**config.mk**
```make
export PLATFORM = sky130hd
export DESIGN_NAME = mc_datapath
export DESIGN_NICKNAME = d
export VERILOG_FILES = /design/src/rtl/mc_datapath.sv
export SDC_FILE = /design/constraint.sdc
export NUM_CORES = 1
export LEC_CHECK = 0
export ABC_AREA = 1
export BUFFER_PORTS_ARGS = -buffer_cell sky130_fd_sc_hd__buf_2
export CAP_MARGIN = 40
export CELL_PAD_IN_SITES_DETAIL_PLACEMENT = 2
export CELL_PAD_IN_SITES_GLOBAL_PLACEMENT = 2
export CORE_ASPECT_RATIO = 1.1
export CORE_MARGIN = 3
export CORE_UTILIZATION = 38
export DETAILED_ROUTE_END_ITERATION = 10
export GPL_ROUTABILITY_DRIVEN = 0
export PLACE_DENSITY_LB_ADDON = 0.08
export SKIP_CTS_REPAIR_TIMING = 1
export SYNTH_ARGS = -nofsm -noshare
export SYNTH_HDL_FRONTEND = slang
export SYNTH_SLANG_ARGS = --single-unit
```
**constraint.sdc**
```tcl
create_clock -name clk -period 8.5 [get_ports clk]
set_input_delay 0 -clock clk [delete_from_list [all_inputs] [get_ports clk]]
set_output_delay 0 -clock clk [all_outputs]
set_load 0.005 [all_outputs]
```
**src/rtl/mc_datapath.sv**
```systemverilog
// Multi-cycle datapath: register file, ALU and registered output port, executing one
// handshaked instruction over an IDLE -> EXEC -> WB sequence.
module mc_datapath #(
  parameter int unsigned DATA_W    = 16,
  parameter int unsigned RF_ADDR_W = 2
) (
  input  logic              clk,
  input  logic              reset_n,
  input  logic              instr_valid,
  output logic              instr_ready,
  input  logic [15:0]       instruction,
  input  logic              alu_src,
  input  logic              reg_dst,
  input  logic              reg_write,
  input  logic              imm_to_reg,
  input  logic              out_en,
  input  logic [3:0]        alu_op,
  output logic [DATA_W-1:0] output_port,
  output logic              out_valid,
  output logic              done,
  output logic              zero_flag,
  output logic              carry_flag
);

  localparam int unsigned NumRegs = 2 ** RF_ADDR_W;

  typedef enum logic [1:0] {StIdle, StExec, StWb} state_e;

  state_e state_q, state_d;

  logic [15:0]          instr_q;
  logic                 alu_src_q, reg_dst_q, reg_write_q, imm_to_reg_q, out_en_q;
  logic [3:0]           alu_op_q;
  logic [DATA_W-1:0]    rf_q [NumRegs];
  logic [DATA_W-1:0]    alu_res_q;
  logic [DATA_W-1:0]    out_q;
  logic                 out_valid_q, zero_q, carry_q;

  logic [RF_ADDR_W-1:0] rs, rt, rd, dest;
  logic [7:0]           imm;
  logic [DATA_W-1:0]    imm_sext, imm_upper, op_a, op_b, alu_res, wb_data;
  logic [DATA_W:0]      sum, diff;
  logic                 alu_carry;
  logic                 unused_instr;

  // Fields may overlap for wider register addresses; that is the decoder's format.
  assign rs   = instr_q[11 -: RF_ADDR_W];
  assign rt   = instr_q[9 -: RF_ADDR_W];
  assign rd   = instr_q[7 -: RF_ADDR_W];
  assign imm  = instr_q[7:0];
  assign dest = reg_dst_q ? rd : rt;

  assign unused_instr = ^instr_q;

  assign imm_sext = {{(DATA_W - 8){imm[7]}}, imm};

  always_comb begin
    imm_upper       = '0;
    imm_upper[15:8] = imm;
  end

  assign op_a    = rf_q[rs];
  assign op_b    = alu_src_q ? imm_sext : rf_q[rt];
  assign wb_data = imm_to_reg_q ? imm_upper : alu_res_q;

  // diff carry-out is the inverted borrow of A - B.
  assign sum  = {1'b0, op_a} + {1'b0, op_b};
  assign diff = {1'b0, op_a} + {1'b0, ~op_b} + (DATA_W + 1)'(1);

  always_comb begin
    alu_res   = op_a;
    alu_carry = carry_q;
    case (alu_op_q)
      4'd0: begin
        alu_res   = sum[DATA_W-1:0];
        alu_carry = sum[DATA_W];
      end
      4'd1: begin
        alu_res   = diff[DATA_W-1:0];
        alu_carry = diff[DATA_W];
      end
      4'd2:    alu_res = op_a & op_b;
      4'd3:    alu_res = op_a | op_b;
      4'd4:    alu_res = ~op_a;
      4'd5:    alu_res = op_a ^ op_b;
      4'd6:    alu_res = {op_a[DATA_W-2:0], 1'b0};
      4'd7:    alu_res = {op_a[DATA_W-1], op_a[DATA_W-1:1]};
      default: alu_res = op_a;
    endcase
  end

  always_comb begin
    state_d = state_q;
    case (state_q)
      StIdle:  if (instr_valid) state_d = StExec;
      StExec:  state_d = StWb;
      StWb:    state_d = StIdle;
      default: state_d = StIdle;
    endcase
  end

  assign instr_ready = (state_q == StIdle);
  assign done        = (state_q == StWb);

  always_ff @(posedge clk) begin
    if (!reset_n) begin
      state_q      <= StIdle;
      instr_q      <= '0;
      alu_src_q    <= 1'b0;
      reg_dst_q    <= 1'b0;
      reg_write_q  <= 1'b0;
      imm_to_reg_q <= 1'b0;
      out_en_q     <= 1'b0;
      alu_op_q     <= '0;
      alu_res_q    <= '0;
      out_q        <= '0;
      out_valid_q  <= 1'b0;
      zero_q       <= 1'b0;
      carry_q      <= 1'b0;
      for (int unsigned i = 0; i < NumRegs; i++) begin
        rf_q[i] <= '0;
      end
    end else begin
      state_q     <= state_d;
      out_valid_q <= 1'b0;
      if (state_q == StIdle && instr_valid) begin
        instr_q      <= instruction;
        alu_src_q    <= alu_src;
        reg_dst_q    <= reg_dst;
        reg_write_q  <= reg_write;
        imm_to_reg_q <= imm_to_reg;
        out_en_q     <= out_en;
        alu_op_q     <= alu_op;
      end
      if (state_q == StExec) begin
        alu_res_q <= alu_res;
        zero_q    <= (alu_res == '0);
        carry_q   <= alu_carry;
        if (out_en_q) begin
          out_q       <= op_a;
          out_valid_q <= 1'b1;
        end
      end
      // Write-back lands after the EXEC read, so out_en sees the pre-write value.
      if (state_q == StWb && reg_write_q) begin
        rf_q[dest] <= wb_data;
      end
    end
  end

  assign output_port = out_q;
  assign out_valid   = out_valid_q;
  assign zero_flag   = zero_q;
  assign carry_flag  = carry_q;

endmodule

```
## Yosys cells after proc, flatten, opt, wreduce, memory -nomap -nowiden

Memories as Yosys holds them, arrays and structs flattened. A register that Yosys moved wholly into a read port is not among the register bits.
Cells that the tools add are included.

- Output and inout port bits: 21
- Bits in writable memories: 64
- Input bits: 28
- Register bits: 58
- Memories: 1
- Logic and storage cells: 61

Memory list:

| memory | depth | width | read ports | clocked after Yosys merged registers in | write ports | line | text |
|---|---|---|---|---|---|---|---|
| rf_q | 4 | 16 | 2 | 2 | 4 | 34 | `logic [DATA_W-1:0] rf_q [NumRegs];` |

- Eq/ne operators: 10
- Muxes and demuxes: 19
- Reductions and logical operators: 10
- Bitwise operators: 5
- Add/subtract/negate cells: 3

Operator list:

| kind | count |
|---|---|
| one-hot mux 16 bit (8 select lines) | 1 |
| 2-to-1 mux 16 bit | 3 |
| adder 16 x 16 -> 17 bit | 2 |
| NOT 16 bit | 2 |
| adder 17 x 1 -> 17 bit, second input constant | 1 |
| bitwise AND 16 bit | 1 |
| equality test 4 x 3 -> 1 bit, second input constant | 4 |
| zero test 16 bit | 1 |
| bitwise OR 16 bit | 1 |
| OR reduction 16 bit | 1 |
| XOR 16 bit | 1 |
| 2-to-1 mux 2 bit | 7 |
| equality test 4 x 2 -> 1 bit, second input constant | 2 |
| 2-to-1 mux 1 bit | 6 |
| AND reduction 2 bit | 3 |
| equality test 4 x 1 -> 1 bit, second input constant | 1 |
| zero test 4 bit | 1 |
| one-hot mux 2 bit (2 select lines) | 1 |
| equality test 2 x 1 -> 1 bit, second input constant | 1 |
| equality test 2 bit, second input constant | 1 |
| logical AND 1 bit | 2 |
| zero test 2 bit | 1 |
| inequality test 2 bit, second input constant | 1 |
| one-hot mux 1 bit (2 select lines) | 1 |
| nonzero test 2 bit | 1 |

## Longest topological paths before layout

- Depth in word-level cells: 7
- Mapped depth: 25
- Gate-level depth less buffers: 23

## Least setup slack after synthesis

OpenSTA, ideal clock, no wires.

- Path kind: flip-flop to flip-flop
- Start point: register (tool-made name)
- End point: register zero_q, in the netlist zero_flag
- Library setup time: 0.066 ns
- Period minus slack after synthesis: 3.111 ns
- Arrival: 3.045 ns
- Path buffers: 2
- Stages on the path, launching flop included: 23
- Data required time: 8.434 ns
- Setup slack: 5.389 ns
- Path through: dfxtp_1 > buf_2 > clkinv_1 > clkbuf_1 > nor2_1 > o22ai_1 > nand2_1 > o21ai_0 > ha_1 > inv_1 > fa_1 > inv_1 > nand2_1 > nand2_1 > nand3_1 > nand2_1 > a21oi_1 > or2_1 > nand3_1 > nand4_1 > nor2_1 > nand3_1 > a21oi_2

RTL lines:

| element | line | text |
|---|---|---|
| to (signal assigned) | 137 | `zero_q <= (alu_res == '0);` |
| to (decl) | 37 | `logic out_valid_q, zero_q, carry_q;` |

==> flow_summary.ini <==
[logic_synthesis]
synth_area_leaders = edfxtp_1 (22%), nand2_1 (14%), dfxtp_1 (14%), nand3_1 (7.3%), nor2_1 (7.3%)
synthCells = 1311
yosysSeqAreaShare_pct = 35.8
syn_area_per_cell_um2 = 6.74
synth_top_area_share_pct = 21.7
synth_nets = 1389
yosys_warnings = 0
synth_seq_cells = 126
synth_edf_count = 64
yosysTopAreaCell = edfxtp_1
synth_async_sr_flop_share_pct = 0
syn_area_mm2 = 0.00884
ys_types = 38
synthFlopType = edfxtp_1

[sta]
setup_ws_ps = 3410
hold_violations = 1
hold_ws_ps = -19.6
clock.fmax_mhz = 196
period_share_pct = 59.9
period_minus_slack_ps = 5090
worst_pin_slew_ps = 897
report.final.slew_viol_count = 0
slew_headroom_pct = 39.8
fin_skew_ps = 21.3
rsz0062_at_grt = no
final.setup.tns_ps = 0
setup_viol = 0

[power_and_ir_drop]
power_switching_mw = 0.882
pwr-share-clk_pct = 34.0
ir_worst_vdd_mv = 0.190
comb_power_share_pct = 33.9
powerDensity_mw_per_mm2 = 217
power_frac_seq_pct = 32.0
p_sw_share_pct = 40.4
p_int_mw = 1.30
leakagePower_nw = 4.67

[worst_hold_path]
hold_path.class = in2reg

[clock_network]
ctsLongestPathBuffers = 2
numCtsBuffers = 17
h-tree-depth = 4
cts_tree = yes
worstSkewPairLatency_ps = 450
clk_pin_slew_worst_paths_ps = 60
numClockSinks = 126
cts_root_buf = clkbuf_16

[placement]
dp_hpwl_um = 26800
place.port_buffers = 44
pre_cts_slack_ps = 3790

[routing]
wl_met3_um = 1610
ant_nets = 0
dr_wl_met2_um = 20700
drt-initial-drc-count = 718
via_per_inst = 5.73
wl_um = 41300
maxUsedRoutingLayer = met4
m1WireLength_um = 17200
vias = 9481
drc = 0
drt_pass1_iterations = 5
wl_per_cell_um = 24.9

[critical_path]
start_kind = flop
critical_path_class = reg2reg
critPathArrivalTime_ps = 5440
r2r_setup_slack_ps = 3410
worstSetupEndpointType = flop
path_max_fanout = 37
cp.required_ps = 8850

[floorplanning]
io_pins = 49
initial_core_util_pct = 39.3
dieWidth_um = 151
die_area_mm2 = 0.0251
rows = 57
die-height_um = 166
core_area_mm2 = 0.0225

[layout]
diodes = 0
area_growth_pct = 13.6
nets = 1426
drive_gt1_share_pct = 9.92
final_util_pct = 44.7

[job]
maxCapViolations = 0

[global_routing]
grt_pass1_wl_um = 55700
grt_overflow = 0
grt_pass1_vias = 9728
grt_max_degree = 58
grt_use_total_pct = 28.9
antenna_found_initial = 0

[status]
violations = negative hold slack
status = finished with violations
[final cells by class]
type | instances | area [um2]
Fill cell | 2672 | 12400
Multi-Input combinational cell | 973 | 4800
Sequential cell | 126 | 3160
Inverter | 153 | 582
Timing Repair Buffer | 77 | 548
Clock buffer | 18 | 450
Tap cell | 295 | 369
Clock inverter | 14 | 131
[power by group through the flow]
stage / clock network (mW) / registers, mW / logic, mW
after floorplan: 0 / 0.693 / 0.485
after global placement: 0 / 0.704 / 0.664
after detailed placement: 0 / 0.706 / 0.696
after CTS: 0.732 / 0.694 / 0.706
after global routing: 0.769 / 0.700 / 0.818
final: 0.742 / 0.698 / 0.740
[cell usage in the layout (no fill, tap or decap), drive strengths merged, types with 2 or more instances in the layout]
cell type | netlist | final
clkbuf | 32 | 18
nor3 | 9 | 9
ha | 48 | 48
nand3 | 136 | 136
dfxtp | 62 | 62
o21ai | 106 | 106
nand2 | 359 | 359
a211oi | 2 | 2
inv | 151 | 156
and2 | 3 | 3
nor2 | 176 | 176
buf | 27 | 59
o21bai | 5 | 5
fa | 2 | 2
edfxtp | 64 | 64
nand3b | 3 | 3
a21oi | 84 | 84
clkinvlp | 0 | 5
o211ai | 5 | 5
dlygate4sd3 | 0 | 18
o22ai | 14 | 14
or2 | 2 | 2
clkinv | 2 | 5
a221o | 5 | 5
nand4 | 12 | 12
[state kept, by name (all words and copies together), names as in the netlist, named ones only]
name / flops
rf_q: 64
alu_res_q: 16
output_port: 16
instr_q: 12
alu_op_q: 4
state_q: 2
alu_src_q: 1
carry_flag: 1
imm_to_reg_q: 1
out_en_q: 1
out_valid: 1
reg_dst_q: 1
reg_write_q: 1
zero_flag: 1
[stage by stage]
step / std cells / cell area (um2) / hold slack, ps / total power, mW
2_1_floorplan: 1311 / 8840 / 167 / 1.18
3_3_place_gp: 1602 / 9210 / 258 / 1.37
3_5_place_dp: 1606 / 9280 / 262 / 1.40
4_1_cts: 1638 / 9860 / -190 / 2.13
5_1_grt: 1656 / 10000 / 28.6 / 2.29
6_report: 1656 / 10000 / -19.6 / 2.18
[cells in the mapped netlist (4+ instances only)]
master	instances
buf_6	4
nor3_1	8
o21ai_1	9
inv_1	138
clkbuf_1	32
o21ai_0	97
nor2_1	172
nand2_2	18
buf_4	4
o22ai_1	14
ha_1	48
a221o_1	5
a21oi_1	83
nand4_1	12
nand3_1	129
nand3_2	7
nor2_2	4
edfxtp_1	64
dfxtp_1	62
inv_2	12
o21bai_1	5
o211ai_1	5
nand2_1	341
buf_2	16
[kinds of logic after synthesis]
logic type,after synthesis,share of synthesized area (%)
AND/OR/NAND/NOR,701,33.5
flip-flops,126,35.8
buffers and inverters,212,9.95
AO/OA/AOI/OAI,222,13.5
adder cells (fa/ha/maj),50,7.25
[metal layers]
metal  GRT usage [%]  up-vias
met2            50.5      265
met5               0        -
met1            36.2     4787
met3            4.23       93
li1                -     4336
met4            9.46        0
[path summary, 6_finish.rpt]
check                   start         to  depth (start not counted)
setup reg to reg         flop  zero_flag                         21
hold / removal        alu_src  alu_src_q                          3
setup / recovery         flop  zero_flag                         21
hold reg to reg   instr_q[10]       flop                          2
[critical path, cell delays in order (launching register included)]
cell	delay, ps
dfxtp_1	310
buf_4	390
clkinv_1	840
o21ai_0	440
o22ai_1	110
nand2_1	120
o21ai_0	290
ha_1	370
fa_1	440
inv_1	130
nand2_1	80
nand2_1	120
nand2_1	60
nand3_1	70
nand3_1	110
nor2_2	160
nand3_1	110
nor2_1	180
nand3_1	170
nor2_1	150
nand3_1	120
a21oi_2	210
No activity file was read; power rests on OpenSTA's default activity.
